### src/rtl/adc_conv_arbiter.sv
// Shares one SAR conversion engine between NREQ requesters. Priority-masked round-robin
// arbitration, channel settle, stale-eoc rejection, timeout, and a registered result return.
module adc_conv_arbiter #(
  parameter int NREQ     = 4,
  parameter int DW       = 10,
  parameter int SETTLE_W = 4,
  parameter int TMO_W    = 12
) (
  input  logic                clk,
  input  logic                rst_n,
  input  logic                en,
  input  logic [NREQ-1:0]     req,
  input  logic [3*NREQ-1:0]   req_ch,
  input  logic [NREQ-1:0]     hi_pri,
  input  logic [SETTLE_W-1:0] settle,
  input  logic [TMO_W-1:0]    tmo,
  input  logic                eoc,
  input  logic [DW-1:0]       adc_data,
  output logic [2:0]          ch_sel,
  output logic                soc,
  output logic [NREQ-1:0]     grant,
  output logic [NREQ-1:0]     done,
  output logic [NREQ-1:0]     err,
  output logic [DW-1:0]       rdata,
  output logic                busy
);
  localparam int PW = (NREQ > 1) ? $clog2(NREQ) : 1;

  typedef enum logic [2:0] {IDLE, SETTLE, START, WAIT, RESP} state_t;
  state_t state, nxt;

  logic [PW-1:0]       rr_ptr, win;
  logic [NREQ-1:0]     cand;
  logic                found;
  logic [2:0]          win_ch, last_ch;
  logic                last_ch_valid;
  logic [SETTLE_W-1:0] settle_ctr;
  logic [TMO_W-1:0]    tmo_ctr;
  logic                arb, tmo_hit;

  // High-priority requesters mask out the rest; round-robin scan starts at rr_ptr.
  always_comb begin
    cand  = (|(req & hi_pri)) ? (req & hi_pri) : req;
    win   = rr_ptr;
    found = 1'b0;
    for (int i = 0; i < NREQ; i++) begin
      if (!found && cand[(int'(rr_ptr) + i) % NREQ]) begin
        win   = PW'((int'(rr_ptr) + i) % NREQ);
        found = 1'b1;
      end
    end
    win_ch = req_ch[3*int'(win) +: 3];
  end

  assign arb     = (state == IDLE) && en && (|req);
  assign tmo_hit = (state == WAIT) && !eoc && (tmo != '0) && (tmo_ctr == tmo - TMO_W'(1));

  always_comb begin
    nxt = state;
    case (state)
      IDLE: if (arb)
              nxt = ((!last_ch_valid || win_ch != last_ch) && settle != '0) ? SETTLE : START;
      SETTLE: if (settle_ctr == settle - SETTLE_W'(1)) nxt = START;
      // A leftover eoc from the previous conversion must clear before we trust it.
      START:  if (!eoc) nxt = WAIT;
      WAIT:   if (eoc) nxt = RESP;
              else if (tmo_hit) nxt = IDLE;
      RESP:   nxt = IDLE;
      default: nxt = IDLE;
    endcase
  end

  always_ff @(posedge clk or negedge rst_n) begin
    if (!rst_n) begin
      state         <= IDLE;
      rr_ptr        <= '0;
      last_ch       <= '0;
      last_ch_valid <= 1'b0;
      settle_ctr    <= '0;
      tmo_ctr       <= '0;
      ch_sel        <= '0;
      soc           <= 1'b0;
      grant         <= '0;
      done          <= '0;
      err           <= '0;
      rdata         <= '0;
      busy          <= 1'b0;
    end else begin
      state <= nxt;
      soc   <= (nxt == START) || (nxt == WAIT);
      busy  <= (nxt != IDLE);
      done  <= '0;
      err   <= '0;

      if (nxt != state) begin
        settle_ctr <= '0;
        tmo_ctr    <= '0;
      end else begin
        if (state == SETTLE && settle_ctr != '1) settle_ctr <= settle_ctr + SETTLE_W'(1);
        if (state == WAIT && tmo_ctr != '1)      tmo_ctr    <= tmo_ctr + TMO_W'(1);
      end

      if (arb) begin
        grant  <= NREQ'(1) << win;
        ch_sel <= win_ch;
        rr_ptr <= PW'((int'(win) + 1) % NREQ);
      end

      if (state == WAIT && eoc) begin
        rdata         <= adc_data;
        last_ch       <= ch_sel;
        last_ch_valid <= 1'b1;
        done          <= grant;
      end

      // Timed-out channel state is unknown, so force a settle next time.
      if (tmo_hit) begin
        err           <= grant;
        grant         <= '0;
        last_ch_valid <= 1'b0;
      end

      if (state == RESP) grant <= '0;
    end
  end
endmodule

### config.mk
export PLATFORM = sky130hd
export DESIGN_NAME = adc_conv_arbiter
export DESIGN_NICKNAME = d
export VERILOG_FILES = /design/src/rtl/adc_conv_arbiter.sv
export SDC_FILE = /design/constraint.sdc
export NUM_CORES = 1
export LEC_CHECK = 0
export CAP_MARGIN = 30
export CORE_ASPECT_RATIO = 0.5
export CORE_MARGIN = 3
export CORE_UTILIZATION = 36
export DETAILED_ROUTE_END_ITERATION = 10
export PLACE_DENSITY = 0.62
export SLEW_MARGIN = 25
export SYNTH_ARGS = -nofsm -noshare
export SYNTH_HDL_FRONTEND = slang
export SYNTH_SLANG_ARGS = --single-unit
### constraint.sdc
create_clock -name clk -period 3.2 [get_ports clk]
set_input_delay 0.64 -clock clk [delete_from_list [all_inputs] [get_ports clk]]
set_output_delay 0.64 -clock clk [all_outputs]
set_load 0.02 [all_outputs]
==> results of run 1 <==
==> layout make-up <==
type	instances	area [um2]	share of cell area, %
Sequential cell	52	1300	28.2
Tap cell	112	140	3.04
Clock buffer	5	125	2.72
Clock inverter	3	46.3	1.00
Timing Repair Buffer	116	1080	23.5
Multi-Input combinational cell	235	1860	40.5
Inverter	13	48.8	1.06
==> cell families after synthesis <==
group	count (synthesis)
buffers and inverters	28
multiplexers	32
adder cells (fa/ha/maj)	8
AO/OA/AOI/OAI	51
XOR/XNOR	38
AND/OR/NAND/NOR	105
flip-flops	52
==> path summary, 6_finish.rpt <==
check	end	start	slack, ns	cells past startpoint
setup / recovery	state[0]$_DFF_PN0_	hi_pri[0]	0.13	9
hold / removal	err[0]$_DFF_PN0_	rst_n	0.22	1
setup reg to reg	state[0]$_DFF_PN0_	rr_ptr[1]$_DFFE_PN0P_	0.75	8
hold reg to reg	rdata[5]$_DFFE_PN0P_	rdata[5]$_DFFE_PN0P_	0.51	1
max in group asynchronous	tmo_ctr[1]$_DFFE_PN0P_	rst_n	2.37	3
min in group clk	rdata[5]$_DFFE_PN0P_	rdata[5]$_DFFE_PN0P_	0.51	1
==> sequential cells by signal, indices dropped and copies added, names as in the netlist <==
| name | count |
|---|---|
| last_ch | 3 |
| soc | 1 |
| last_ch_valid | 1 |
| rr_ptr | 2 |
| rdata | 10 |
| ch_sel | 3 |
| done | 4 |
| tmo_ctr | 12 |
| busy | 1 |
| err | 4 |
| settle_ctr | 4 |
| grant | 4 |
| state | 3 |
==> where the power goes <==
part / switching (mW) / total, mW / leakage, nW / internal (mW)
registers: 0.164 / 1.01 / 0.672 / 0.847
logic: 0.710 / 1.45 / 1.27 / 0.736
clock network: 0.246 / 0.619 / 0.0857 / 0.373
total: 1.12 / 3.08 / 2.03 / 1.96
==> cells in the mapped netlist, drive strengths merged (2+ instances only) <==
cell,number,area share (%)
nor4,4,1.3
ha,8,3.1
xnor2,18,4.9
nor3b,2,0.82
mux4,2,1.4
nor2,38,5.3
nand2,17,2.0
mux2,19,6.7
dfrtp,52,41
a31o,2,0.55
xor2,20,5.5
o21ai,12,1.9
a211o,2,0.86
nand2b,3,0.59
mux2i,11,3.4
and3,3,0.59
nor3,4,0.63
and2,8,1.6
a22oi,4,0.94
o31ai,3,0.71
nand3,5,0.78
buf,3,0.98
nand3b,3,0.71
a21oi,5,0.78
inv,13,1.5
o211ai,3,0.71
nand4,8,1.6
o21bai,2,0.47
nor2b,4,0.78
and4,3,0.82
a222oi,3,0.94
clkbuf,12,1.4
==> routing by layer <==
metal / up-vias / GRT usage, % / share of wire, %
li1: 1332 / - / -
met4: 0 / 4.34 / 1.3
met3: 9 / 3.34 / 3.0
met2: 57 / 29.9 / 51
met1: 1337 / 20.4 / 45
met5: - / 0 / 0
==> worst max-delay path: stages <==
cell,delay [ns]
clkdlybuf4s50_1,0.49
a22o_1,0.30
o31ai_1,0.25
a21oi_1,0.14
nor4_4,0.27
mux4_2,0.59
xnor2_2,0.16
nand2_1,0.15
a31o_2,0.27
==> repair_timing <==
item,in CTS,in global routing
pin swaps,3,5
setup buffers,1,2
gates cloned,1,0
hold endpoints to repair,0,0
gates resized for setup,7,14
setup endpoints to repair,17,23
==> impl_metrics.ini, run 1 <==
[routing]
drtAntennaViolNets = 0
avgRoutedWirePerCell_um = 15.6
dr.pass1.iters = 5
drt-initial-drc-count = 88
wl_mm = 8.37
vias = 2735
viasPerCell = 5.10
drc = 0

[logic_synthesis]
syn_area_um2 = 3190
synth_top_family_by_area = simple AND/OR/NAND/NOR gates
synth_adder_area_share_pct = 3.13
synth_flop_cell = dfrtp_1
ys_types = 57
synth_compound_area_share_pct = 12.0
synth-simple-area-share_pct = 18.3
avgSynthCellArea_um2 = 10.2
synth_fp_nets = 372
synth_edf_count = 0
muxShareOfSynthArea_pct = 11.6
yosysWarnings = 0
synthArstFlopShare_pct = 100
ys_ff_latch = 52
synth-xor-area-share_pct = 10.4
synth-seq-area-share_pct = 40.8
netlist_instances = 314

[timing]
period_share_pct = 95.9
fmax_ghz = 0.326
setup_viol = 0
period_minus_slack_ns = 3.07
fin_skew_ns = 0.00545
relSlewSlack_pct = 58.3
hold_viol = 0
fin_setup_tns_ns = 0
holdWs_ns = 0.222
setup_slack_ns = 0.130
worst_pin_slew_ns = 0.622
rsz0062_at_grt = yes
slew_viol_final = 0

[clock_tree]
clk_pin_slew_worst_paths_ns = 0.07
cts_buffer_depth = 2
clock_sinks = 52
ctsHoldBuffers = 0
tritoncts = yes
cts-root-buf = clkbuf_16
htree_levels = 2
worstSkewPairLatency_ns = 0.29
numCtsBuffers = 5

[critical_path]
cp_data_required_time_ns = 3.38
cp-start-kind = input port
crit_fanout = 4
crit_path_end_kind = register
cp.arrival_ns = 3.25
critPathKind = input port to register

[final_layout]
area_growth_pct = 44.3
utilization_pct = 55.4
num_antenna_cells = 0
final_common_cell = clkdlybuf4s50_1
drive_above_1_share_pct = 23.6
final_cell_mix = 71 x clkdlybuf4s50_1, 52 x dfrtp_1, 38 x buf_4, 26 x nor2_1, 20 x xor2_1
nFillCells = 727
final_area_um2 = 4610
layout.cells.non_filler = 536
final_nets = 481

[grt]
antenna_found_initial = 0
track_usage_pct = 16.5
grt_pass1_vias = 2764
overflow = 0
grt_pass1_wl_mm = 13.6
grt_max_degree = 40

[placed_design]
dp.cells = 523
pre_cts_slack_ns = -0.405
port_buffers = 76
gp_congestion = 0.843
place_area_um2 = 4290
hpwl_mm = 6.33

[floorplan]
die-area_um2 = 10100
core_area_um2 = 8320
row_count = 23
die_h_um = 72.6
chipWidth_um = 139
io-pin-count = 77
initial_utilization_pct = 38.4

[hold_path]
hold_path.class = input port to asynchronous set/reset pin

[power_and_ir_drop]
p_per_area_nw_per_um2 = 667
leakagePower_nw = 2.03
irDropWorstVdd_v = 0.000331
power_mw = 3.08

[run_status]
status = finished, final reports clean

[flow_run]
cap_viol_max_count = 0
(Power assumes the default switching activity.)
==> run 2, diff against run 1 <==
--- a/config.mk
+++ b/config.mk
@@ -9,9 +9,10 @@
 export CORE_ASPECT_RATIO = 0.5
 export CORE_MARGIN = 3
-export CORE_UTILIZATION = 36
+export CORE_UTILIZATION = 50
 export DETAILED_ROUTE_END_ITERATION = 10
-export PLACE_DENSITY = 0.62
+export PLACE_DENSITY = 0.81
 export SLEW_MARGIN = 25
 export SYNTH_ARGS = -nofsm -noshare
 export SYNTH_HDL_FRONTEND = slang
 export SYNTH_SLANG_ARGS = --single-unit
+export TNS_END_PERCENT = 5
==> constraint.sdc (replaced) <==
create_clock -name clk -period 3.2 [get_ports clk]
set_input_delay 0.64 -clock clk [delete_from_list [all_inputs] [get_ports clk]]
set_output_delay 0.64 -clock clk [all_outputs]
set_load 0.01 [all_outputs]
==> run 2 against run 1 <==
  * The run now ends with setup timing left
  * Sequential share of layout area grew 0.68 points
  * Flip-flop and latch count is the same
  * Count of clock-buffer cells in the layout is the same
  * Via count grew 3.1%
  * Non-clock buffer count shrank 1
  * Clock skew shrank 0.00061 ns
==> impl_metrics.ini, run 2 (same netlist as run 1, synthesis figures left out) <==
[clock_tree]
numCtsBuffers = 5
cts-root-buf = clkbuf_16
worstSkewPairLatency_ns = 0.29
clock_sinks = 52
htree_levels = 2
ctsHoldBuffers = 0
cts_buffer_depth = 2
tritoncts = yes
clk_pin_slew_worst_paths_ns = 0.07

[critical_path]
cpMaxStageDelayCell = or4b_4
crit_path_end_kind = register
cp_data_required_time_ns = 3.42
cp-start-kind = input port
crit_start = tmo[1]
crit_fanout = 8
rrSetupSlack_ns = 0.82
cp.arrival_ns = 3.43
critPathKind = input port to register
worstReg2RegEnd = state[0]$_DFF_PN0_
r2r_cells = 8
path_depth = 11
critPathMaxStageDelay_ns = 0.49
cp_top_family = simple AND/OR/NAND/NOR gates
worst-path-buf-inv = 2
cp_cell_sequence = clkdlybuf4s50_1 > inv_1 > ha_1 > or4b_4 > nor3b_4 > mux2_4 > mux2i_1 > and4_4 > nor2_2 > a211o_4 > nor2_1
crit_end = settle_ctr[1]$_DFFE_PN0P_
r2r_start = rr_ptr[1]$_DFFE_PN0P_

[grt]
grt_pass1_wl_mm = 14.1
overflow = 0
antenna_found_initial = 0
grt_max_degree = 33
grt_pass1_vias = 2959
track_usage_pct = 23.2

[timing]
hold_viol = 0
fmax_ghz = 0.312
period_share_pct = 100
worst_pin_slew_ns = 0.727
setup_slack_ns = -0.00498
fin_skew_ns = 0.00484
relSlewSlack_pct = 51.5
setup_viol = 1
period_minus_slack_ns = 3.20
slew_viol_final = 0
rsz0062_at_grt = yes

[flow_run]
cap_viol_max_count = 0

[routing]
vias = 2821
drtAntennaViolNets = 0
dr.pass1.iters = 4
viasPerCell = 5.56
avgRoutedWirePerCell_um = 16.6
drt-initial-drc-count = 219
drc = 0
wl_mm = 8.39

[placed_design]
port_buffers = 76
hpwl_mm = 6.18
dp.cells = 498
pre_cts_slack_ns = -0.303
place_area_um2 = 4280
gp_congestion = 0.863

[final_layout]
area_growth_pct = 40.9
final_cell_mix = 74 x clkdlybuf4s50_1, 52 x dfrtp_1, 39 x buf_4, 25 x nor2_1, 20 x xor2_1
layout.cells.non_filler = 507
final_nets = 480
num_antenna_cells = 0
drive_above_1_share_pct = 22.5
final_area_um2 = 4500
largest_register = tmo_ctr
final_common_cell = clkdlybuf4s50_1
largest_reg_flops = 12
reg_top3 = tmo_ctr x12, rdata x10

[floorplan]
chipWidth_um = 119
die-area_um2 = 7440
initial_utilization_pct = 54.8
row_count = 19
core_area_um2 = 5820
die_h_um = 62.5
io-pin-count = 77

[power_and_ir_drop]
swShare_pct = 34.8
leakagePower_nw = 1.98
clkPwrFrac_pct = 20.9
p_switching_mw = 1.03
combPwrFrac_pct = 44.9
power_mw = 2.97
irDropWorstVdd_v = 0.000330
p_per_area_nw_per_um2 = 659
power_frac_seq_pct = 34.3
internal_power_mw = 1.93

[run_status]
failed_checks = setup timing
status = complete, but fails checks

[hold_path]
hold_path.class = input port to asynchronous set/reset pin
run 2: worst min-delay path by stage:
stage               cells past startpoint                        end                 start
finish                                  1     tmo_ctr[3]$_DFFE_PN0P_                 rst_n
global route                            1       rdata[5]$_DFFE_PN0P_                 rst_n
CTS                                     1  last_ch_valid$_DFFE_PN0P_                 rst_n
detailed placement                      1       rdata[3]$_DFFE_PN0P_  rdata[3]$_DFFE_PN0P_
global placement                        1       rdata[0]$_DFFE_PN0P_  rdata[0]$_DFFE_PN0P_
floorplan                               0             busy$_DFF_PN0_                 rst_n
run 2: cell type report:
type	instances	area [um2]
inverters	13	48.8
fillers	375	1320
clock buffers	5	125
multi-input cells	235	1820
well taps	84	105
flip-flops and latches	52	1300
clock inverters	3	46.3
repair buffers	115	1050
run 2: repair_timing:
action,4_1_cts,5_1_grt
gates cloned,1,0
endpoints found under the hold margin,0,0
endpoints found under the setup margin,4,20
pin swaps,1,3
buffers inserted,0,0
resized for setup,0,12
run 2: power by group through the flow:
stage                     clock [mW]  combinational [mW]  sequential, mW
after floorplan                    0               0.717            1.04
after detailed placement           0                1.26            1.02
after global routing           0.666                1.44            1.05
after global placement             0                1.21            1.00
final                          0.619                1.33            1.02
after CTS                      0.623                1.30            1.01
run 2: layer usage:
| layer | global-route usage (%) | part of all wire [%] | up-vias |
|---|---|---|---|
| met5 | 0 | 0 | - |
| met4 | 6.35 | 1.2 | 0 |
| met3 | 4.34 | 4.1 | 12 |
| met2 | 43.6 | 54 | 72 |
| met1 | 27.1 | 41 | 1400 |
| li1 | - | - | 1337 |
run 2: per-stage QoR:
stage / TNS, ns / utilization (%) / hold WS, ns
2_1_floorplan: 0 / - / 0.344
3_3_place_gp: -3.66 / 73.4 / 0.489
3_5_place_dp: -5.45 / 73.4 / 0.500
4_1_cts: 0 / 76.5 / 0.425
5_1_grt: -2.25 / 77.3 / 0.453
6_report: -0.00498 / 77.3 / 0.402
